### src/rtl/rv_dmem_arb_pkg.sv
// Shared lock-state encodings and master IDs for the data-memory arbiter.
package rv_dmem_arb_pkg;

  typedef enum logic [1:0] {
    ARB_UNLOCKED = 2'd0,
    ARB_LOCK0    = 2'd1,
    ARB_LOCK1    = 2'd2
  } lock_st_e;

  localparam logic ARB_M0 = 1'b0;
  localparam logic ARB_M1 = 1'b1;

endpackage

### src/rtl/rv_dmem_arb_if.sv
// Requester-side and memory-side buses of the data-memory arbiter.
interface rv_dmem_arb_req_if #(
  parameter int AW = 61,
  parameter int DW = 64
);
  logic            req;
  logic            we;
  logic            lock;
  logic [AW-1:0]   addr;
  logic [DW-1:0]   wdata;
  logic [DW/8-1:0] strb;
  logic            gnt;
  logic            rvalid;
  logic [DW-1:0]   rdata;

  modport master (output req, we, lock, addr, wdata, strb, input gnt, rvalid, rdata);
  modport slave  (input req, we, lock, addr, wdata, strb, output gnt, rvalid, rdata);
endinterface

interface rv_dmem_arb_mem_if #(
  parameter int AW = 61,
  parameter int DW = 64
);
  logic            en;
  logic            we;
  logic [AW-1:0]   addr;
  logic [DW-1:0]   wdata;
  logic [DW/8-1:0] strb;
  logic [DW-1:0]   rdata;

  modport master (output en, we, addr, wdata, strb, input rdata);
  modport slave  (input en, we, addr, wdata, strb, output rdata);
endinterface

### src/rtl/rv_arb_pick2.sv
// Combinational 2-way grant picker honouring the lock owner; round-robin on
// contention when RV_DMEM_ARB_RR_EN is defined, otherwise m0 always wins.
module rv_arb_pick2
  import rv_dmem_arb_pkg::*;
(
  input  logic       req0,
  input  logic       req1,
  input  lock_st_e   lock_st,
  input  logic       rr_ptr,
  output logic [1:0] gnt
);

  always_comb begin
    gnt = 2'b00;
    case (lock_st)
      ARB_LOCK0: gnt[0] = req0;
      ARB_LOCK1: gnt[1] = req1;
      default: begin
        if (req0 && req1) begin
`ifdef RV_DMEM_ARB_RR_EN
          // rr_ptr holds the last winner; the other port gets this contention
          if (rr_ptr == ARB_M0) gnt[1] = 1'b1;
          else                  gnt[0] = 1'b1;
`else
          gnt[0] = 1'b1;
`endif
        end else begin
          gnt = {req1, req0};
        end
      end
    endcase
  end

`ifndef RV_DMEM_ARB_RR_EN
  logic unused_rr_ptr;
  assign unused_rr_ptr = rr_ptr;
`endif

endmodule

### src/rtl/rv_dmem_arb.sv
// Two-port arbiter for single-ported data memory: same-cycle grant/command, response 1 cycle later.
// Requesters hold until gnt; locked port excludes the other. Optional macro: RV_DMEM_ARB_RR_EN.
module rv_dmem_arb
  import rv_dmem_arb_pkg::*;
#(
  parameter int AW = 61,
  parameter int DW = 64
) (
  input  logic               clk_i,
  input  logic               rst_i,
  rv_dmem_arb_req_if.slave   m0,
  rv_dmem_arb_req_if.slave   m1,
  rv_dmem_arb_mem_if.master  mem
);

  lock_st_e        lock_q, lock_d;
  logic            req0, req1;
  logic [1:0]      gnt;
  logic            acc, sel;
  logic            rr_q;
  logic            we_mux, lock_mux;
  logic [AW-1:0]   addr_mux;
  logic [DW-1:0]   wdata_mux;
  logic [DW/8-1:0] strb_mux;
  logic            rsp_valid, rsp_id, rsp_we, rsp_live;

  assign req0 = m0.req & ~rst_i;
  assign req1 = m1.req & ~rst_i;

  rv_arb_pick2 u_pick (
    .req0    (req0),
    .req1    (req1),
    .lock_st (lock_q),
    .rr_ptr  (rr_q),
    .gnt     (gnt)
  );

  assign acc = |gnt;
  assign sel = gnt[1];

`ifdef RV_DMEM_ARB_RR_EN
  always_ff @(posedge clk_i) begin
    if (rst_i)                            rr_q <= ARB_M1;
    else if (acc && lock_q == ARB_UNLOCKED) rr_q <= sel;
  end
`else
  assign rr_q = ARB_M1;
`endif

  always_comb begin
    we_mux    = sel ? m1.we    : m0.we;
    lock_mux  = sel ? m1.lock  : m0.lock;
    addr_mux  = sel ? m1.addr  : m0.addr;
    wdata_mux = sel ? m1.wdata : m0.wdata;
    strb_mux  = sel ? m1.strb  : m0.strb;
  end

  always_ff @(posedge clk_i) begin
    if (rst_i) lock_q <= ARB_UNLOCKED;
    else       lock_q <= lock_d;
  end

  always_comb begin
    lock_d = lock_q;
    if (acc) begin
      if (lock_mux) lock_d = sel ? ARB_LOCK1 : ARB_LOCK0;
      else          lock_d = ARB_UNLOCKED;
    end
  end

  assign m0.gnt    = gnt[0];
  assign m1.gnt    = gnt[1];
  assign mem.en    = acc;
  assign mem.we    = acc & we_mux;
  assign mem.addr  = acc ? addr_mux  : '0;
  assign mem.wdata = acc ? wdata_mux : '0;
  assign mem.strb  = (acc && we_mux) ? strb_mux : '0;

  always_ff @(posedge clk_i) begin
    if (rst_i) begin
      rsp_valid <= 1'b0;
      rsp_id    <= ARB_M0;
      rsp_we    <= 1'b0;
    end else begin
      rsp_valid <= acc;
      rsp_id    <= sel;
      rsp_we    <= we_mux;
    end
  end

  // A response registered just before reset must not leak out during reset
  assign rsp_live  = rsp_valid & ~rst_i;
  assign m0.rvalid = rsp_live & (rsp_id == ARB_M0);
  assign m1.rvalid = rsp_live & (rsp_id == ARB_M1);
  assign m0.rdata  = (m0.rvalid && !rsp_we) ? mem.rdata : '0;
  assign m1.rdata  = (m1.rvalid && !rsp_we) ? mem.rdata : '0;

endmodule

### src/flat_wrapper.sv
// flat-port wrapper written by rule: the top's interface ports become plain ports
module rv_dmem_arb_flat import rv_dmem_arb_pkg::*;
#(
  parameter int AW = 61,
  parameter int DW = 64
)
  (clk_i, rst_i, m0_req, m0_we, m0_lock, m0_addr, m0_wdata, m0_strb, m0_gnt, m0_rvalid, m0_rdata, m1_req, m1_we, m1_lock, m1_addr, m1_wdata, m1_strb, m1_gnt, m1_rvalid, m1_rdata, mem_en, mem_we, mem_addr, mem_wdata, mem_strb, mem_rdata);
  rv_dmem_arb_req_if #(.AW(AW), .DW(DW)) m0_i ();
  rv_dmem_arb_req_if #(.AW(AW), .DW(DW)) m1_i ();
  rv_dmem_arb_mem_if #(.AW(AW), .DW(DW)) mem_i ();
  input  logic clk_i;
  input  logic rst_i;
  input wire logic [$bits(m0_i.req)-1:0] m0_req;
  input wire logic [$bits(m0_i.we)-1:0] m0_we;
  input wire logic [$bits(m0_i.lock)-1:0] m0_lock;
  input wire logic [$bits(m0_i.addr)-1:0] m0_addr;
  input wire logic [$bits(m0_i.wdata)-1:0] m0_wdata;
  input wire logic [$bits(m0_i.strb)-1:0] m0_strb;
  output wire logic [$bits(m0_i.gnt)-1:0] m0_gnt;
  output wire logic [$bits(m0_i.rvalid)-1:0] m0_rvalid;
  output wire logic [$bits(m0_i.rdata)-1:0] m0_rdata;
  input wire logic [$bits(m1_i.req)-1:0] m1_req;
  input wire logic [$bits(m1_i.we)-1:0] m1_we;
  input wire logic [$bits(m1_i.lock)-1:0] m1_lock;
  input wire logic [$bits(m1_i.addr)-1:0] m1_addr;
  input wire logic [$bits(m1_i.wdata)-1:0] m1_wdata;
  input wire logic [$bits(m1_i.strb)-1:0] m1_strb;
  output wire logic [$bits(m1_i.gnt)-1:0] m1_gnt;
  output wire logic [$bits(m1_i.rvalid)-1:0] m1_rvalid;
  output wire logic [$bits(m1_i.rdata)-1:0] m1_rdata;
  output wire logic [$bits(mem_i.en)-1:0] mem_en;
  output wire logic [$bits(mem_i.we)-1:0] mem_we;
  output wire logic [$bits(mem_i.addr)-1:0] mem_addr;
  output wire logic [$bits(mem_i.wdata)-1:0] mem_wdata;
  output wire logic [$bits(mem_i.strb)-1:0] mem_strb;
  input wire logic [$bits(mem_i.rdata)-1:0] mem_rdata;
  assign m0_i.req = m0_req;
  assign m0_i.we = m0_we;
  assign m0_i.lock = m0_lock;
  assign m0_i.addr = m0_addr;
  assign m0_i.wdata = m0_wdata;
  assign m0_i.strb = m0_strb;
  assign m0_gnt = m0_i.gnt;
  assign m0_rvalid = m0_i.rvalid;
  assign m0_rdata = m0_i.rdata;
  assign m1_i.req = m1_req;
  assign m1_i.we = m1_we;
  assign m1_i.lock = m1_lock;
  assign m1_i.addr = m1_addr;
  assign m1_i.wdata = m1_wdata;
  assign m1_i.strb = m1_strb;
  assign m1_gnt = m1_i.gnt;
  assign m1_rvalid = m1_i.rvalid;
  assign m1_rdata = m1_i.rdata;
  assign mem_en = mem_i.en;
  assign mem_we = mem_i.we;
  assign mem_addr = mem_i.addr;
  assign mem_wdata = mem_i.wdata;
  assign mem_strb = mem_i.strb;
  assign mem_i.rdata = mem_rdata;
  rv_dmem_arb #(.AW(AW), .DW(DW)) u_core (.clk_i(clk_i), .rst_i(rst_i), .m0(m0_i), .m1(m1_i), .mem(mem_i));
endmodule
### config.mk
export PLATFORM = sky130hd
export DESIGN_NAME = rv_dmem_arb_flat
export DESIGN_NICKNAME = d
export VERILOG_FILES = /design/src/rtl/rv_dmem_arb_pkg.sv /design/src/rtl/rv_dmem_arb_if.sv /design/src/rtl/rv_arb_pick2.sv /design/src/rtl/rv_dmem_arb.sv /design/src/flat_wrapper.sv
export SDC_FILE = /design/constraint.sdc
export NUM_CORES = 1
export LEC_CHECK = 0
export BUFFER_PORTS_ARGS = -buffer_cell sky130_fd_sc_hd__buf_4
export CORE_AREA = 2 2 237 239
export DETAILED_ROUTE_END_ITERATION = 10
export DIE_AREA = 0 0 239 241
export SLEW_MARGIN = 10
export SYNTH_ARGS = -nofsm -noshare
export SYNTH_HDL_FRONTEND = slang
export SYNTH_HIERARCHICAL = 1
export SYNTH_SLANG_ARGS = --single-unit
export TNS_END_PERCENT = 10
### constraint.sdc
create_clock -name clk_i -period 2.4 [get_ports clk_i]
set_input_delay 0.24 -clock clk_i [delete_from_list [all_inputs] [get_ports clk_i]]
set_output_delay 0.24 -clock clk_i [all_outputs]
set_load 0.05 [all_outputs]
==> results.md <==
* Status: finished, final reports clean
* Port-buffer cells at between 600 and 700
* Die Ht at 241 um
* Post-Syn Nets at 758
* Fin area at 9260 um^2
* CTS clk-pin slew, worst paths at 0.03 ns
* Chip width at 239 um
* Synthesis-to-finish area growth at 203%
* HPWL Detailed at 40600 um
* CP bufs+invs at 4
* Critical path class: reg2out
* Max cap viols at 0
* Post-CTS Hold Fix Bufs at 0
* CP dominant cell by count: buf_12
* Clock share of power at 9.3%
* DRC Markers at 0
* Fin. max-slew vios at 0
* FF-to-FF path depth at 6
* Synth Warn # at 6
* Vias/cell at 3.55
* Clock Tree Buf Depth at 2
* Worst Hold End: u_core/lock_q[1]
* Max incr delay on CP at 0.40 ns
* TritonCTS clock tree: built
* Via count at ~6100
* Final Hold Vio Count at 0
* Critical Path Fanout Max at 17
* CP delay by family, top: buffers and inverters
* Normalized max-slew margin at between 50% and 60%
* # clock sinks at 5
* Leak pwr at 4.52 nW
* Arrival time worst endpoint at between 2 and 2.5 ns
* Final period utilization at 99.1%
* Worst-margin pin slew at between 0.7 and 0.8 ns
* Final instance count without filler cells at 1719
* H-tree Lvls at 1
* Worst slack at placement at 0.0583 ns
* Worst EP required at around 2.2 ns
* Vias in the first global route at 5980
* Inserted Clock Buffers at 3
* Reg2reg start: u_core/lock_q[1]
* Die area at 57600 um^2
* Switching share of power at 54.9%
* Starting Density at 5.56%
* Top-Level Pins at between 600 and 700
* GRT Resource Usage Total at 15.0%
* WHS Path Cells at 2
* RSZ-0062 raised after global routing: true
* Pwr dens at around 320 nW/um^2
* Per-cell routed wire length at 27.0 um
* Combinational Power Share at around 90%
* First-pass GRT wire length at 56700 um
* Peak VDD IR at between 150 and 200 uV
* Clock Latency Late Sink at 0.23 ns
* Rows at 86
* Highest-count cells in the layout ignoring fill and taps: buf_4 (567), a22o_1 (110), nor2_1 (79), nand2b_1 (66), nor2_4 (49)
* Placed cell count at 1694
* Placed cell area at between 8000 and 9000 um^2
* GRT overflow at 0
* Tmin final at 2.38 ns
* CTS root buf: clkbuf_16
* Reg2reg end: u_core/rsp_valid
* Mean area per synthesized cell at between 7 and 8 um^2
* Internal at about 1.3 mW
* Hold_sp: m1_lock
* Initial antenna violation count at 22
* Fmax at 420 MHz
* Reg power frac at about 3.1%
* Hold Crit Class: in2reg
* Mapped Area at ~3000 um^2
* Startpoint Class: register
* Crit-path cells: ha_4 -> o211a_4 -> nor2b_4 -> buf_12 -> buf_12 -> buf_12 -> a22o_1 -> buf_6
* Final Skew at about 0.0012 ns
* Layout cell share with drive strength beyond 1 at 70.9%
* WHS at 0.234 ns
* Initial drt markers at 310
* GP Congestion at 0.923
* Post-synthesis cell count at between 400 and 500
* Slowest cell on crit path: dfxtp_1
* Crit end category: output port
* Core Area at 54900 um^2
* DRT antenna net count at 0
* Final #Nets at 1350
* DR pass1 iterations at 5
* Most common cell after layout, fill and taps aside: buf_4
* R2R Setup Slk at around 0.53 ns
* Number of setup violations in the final report at 0
* Slack of the critical path at 0.0210 ns
* Largest net degree at the start of global routing at 65
* Net switching power at 1.61 mW
* Routed WL at 46500 um
[final cells by class]
type	count	area (um^2)
timing repair buffer	640	5400
fill	6189	45600
antenna	6	15.0
inverter	4	15.0
tap	704	881
clock buffer	4	78.8
sequential	5	101
multi-input combinational	356	2760
[state kept, by name, summed over array words and instances (netlist names)]
signal	count
u_core/lock_q	2
u_core/rsp_we	1
u_core/rsp_valid	1
u_core/rsp_id	1
[per-stage QoR]
step / power, mW / utilization (%) / TNS (ns)
floorplan: 1.33 / - / -10.47
global placement: 2.46 / 15.4 / 0
detailed placement: 2.47 / 15.4 / 0
CTS: 2.92 / 16.5 / -0.230
global route: 3.06 / 16.9 / -0.173
finish: 2.94 / 16.9 / 0
[worst max path at each step]
stage / cells after the start / start / to
after floorplan: 6 / u_core/lock_q[0] / mem_strb[0]
after global placement: 8 / u_core/lock_q[0] / mem_addr[38]
after detailed placement: 8 / u_core/lock_q[0] / mem_addr[32]
after CTS: 9 / u_core/lock_q[0] / mem_wdata[0]
after global routing: 10 / u_core/lock_q[0] / mem_wdata[58]
final: 8 / u_core/lock_q[1] / mem_addr[0]
[power by group through the flow]
stage	registers (mW)	logic (mW)	clock network [mW]
after floorplan	0.0914	1.24	0
after global placement	0.0924	2.37	0
after detailed placement	0.0922	2.38	0
after CTS	0.0914	2.55	0.283
after global routing	0.0922	2.67	0.291
final	0.0917	2.57	0.274
[timing repair]
item	in CTS	in global routing
setup endpoints to repair	93	86
gates cloned	6	2
buffers inserted	7	0
pin swaps	2	2
gates resized for setup	59	35
[metal layers]
layer | vias to the layer above | part of all wire, % | track usage (%)
li1 | 2696 | - | -
met1 | 2856 | 41 | 18.1
met2 | 489 | 46 | 25.4
met3 | 52 | 11 | 5.73
met4 | 14 | 2.3 | 2.80
met5 | - | 0.20 | 0
Note: power is estimated with default switching activity, not from simulation.
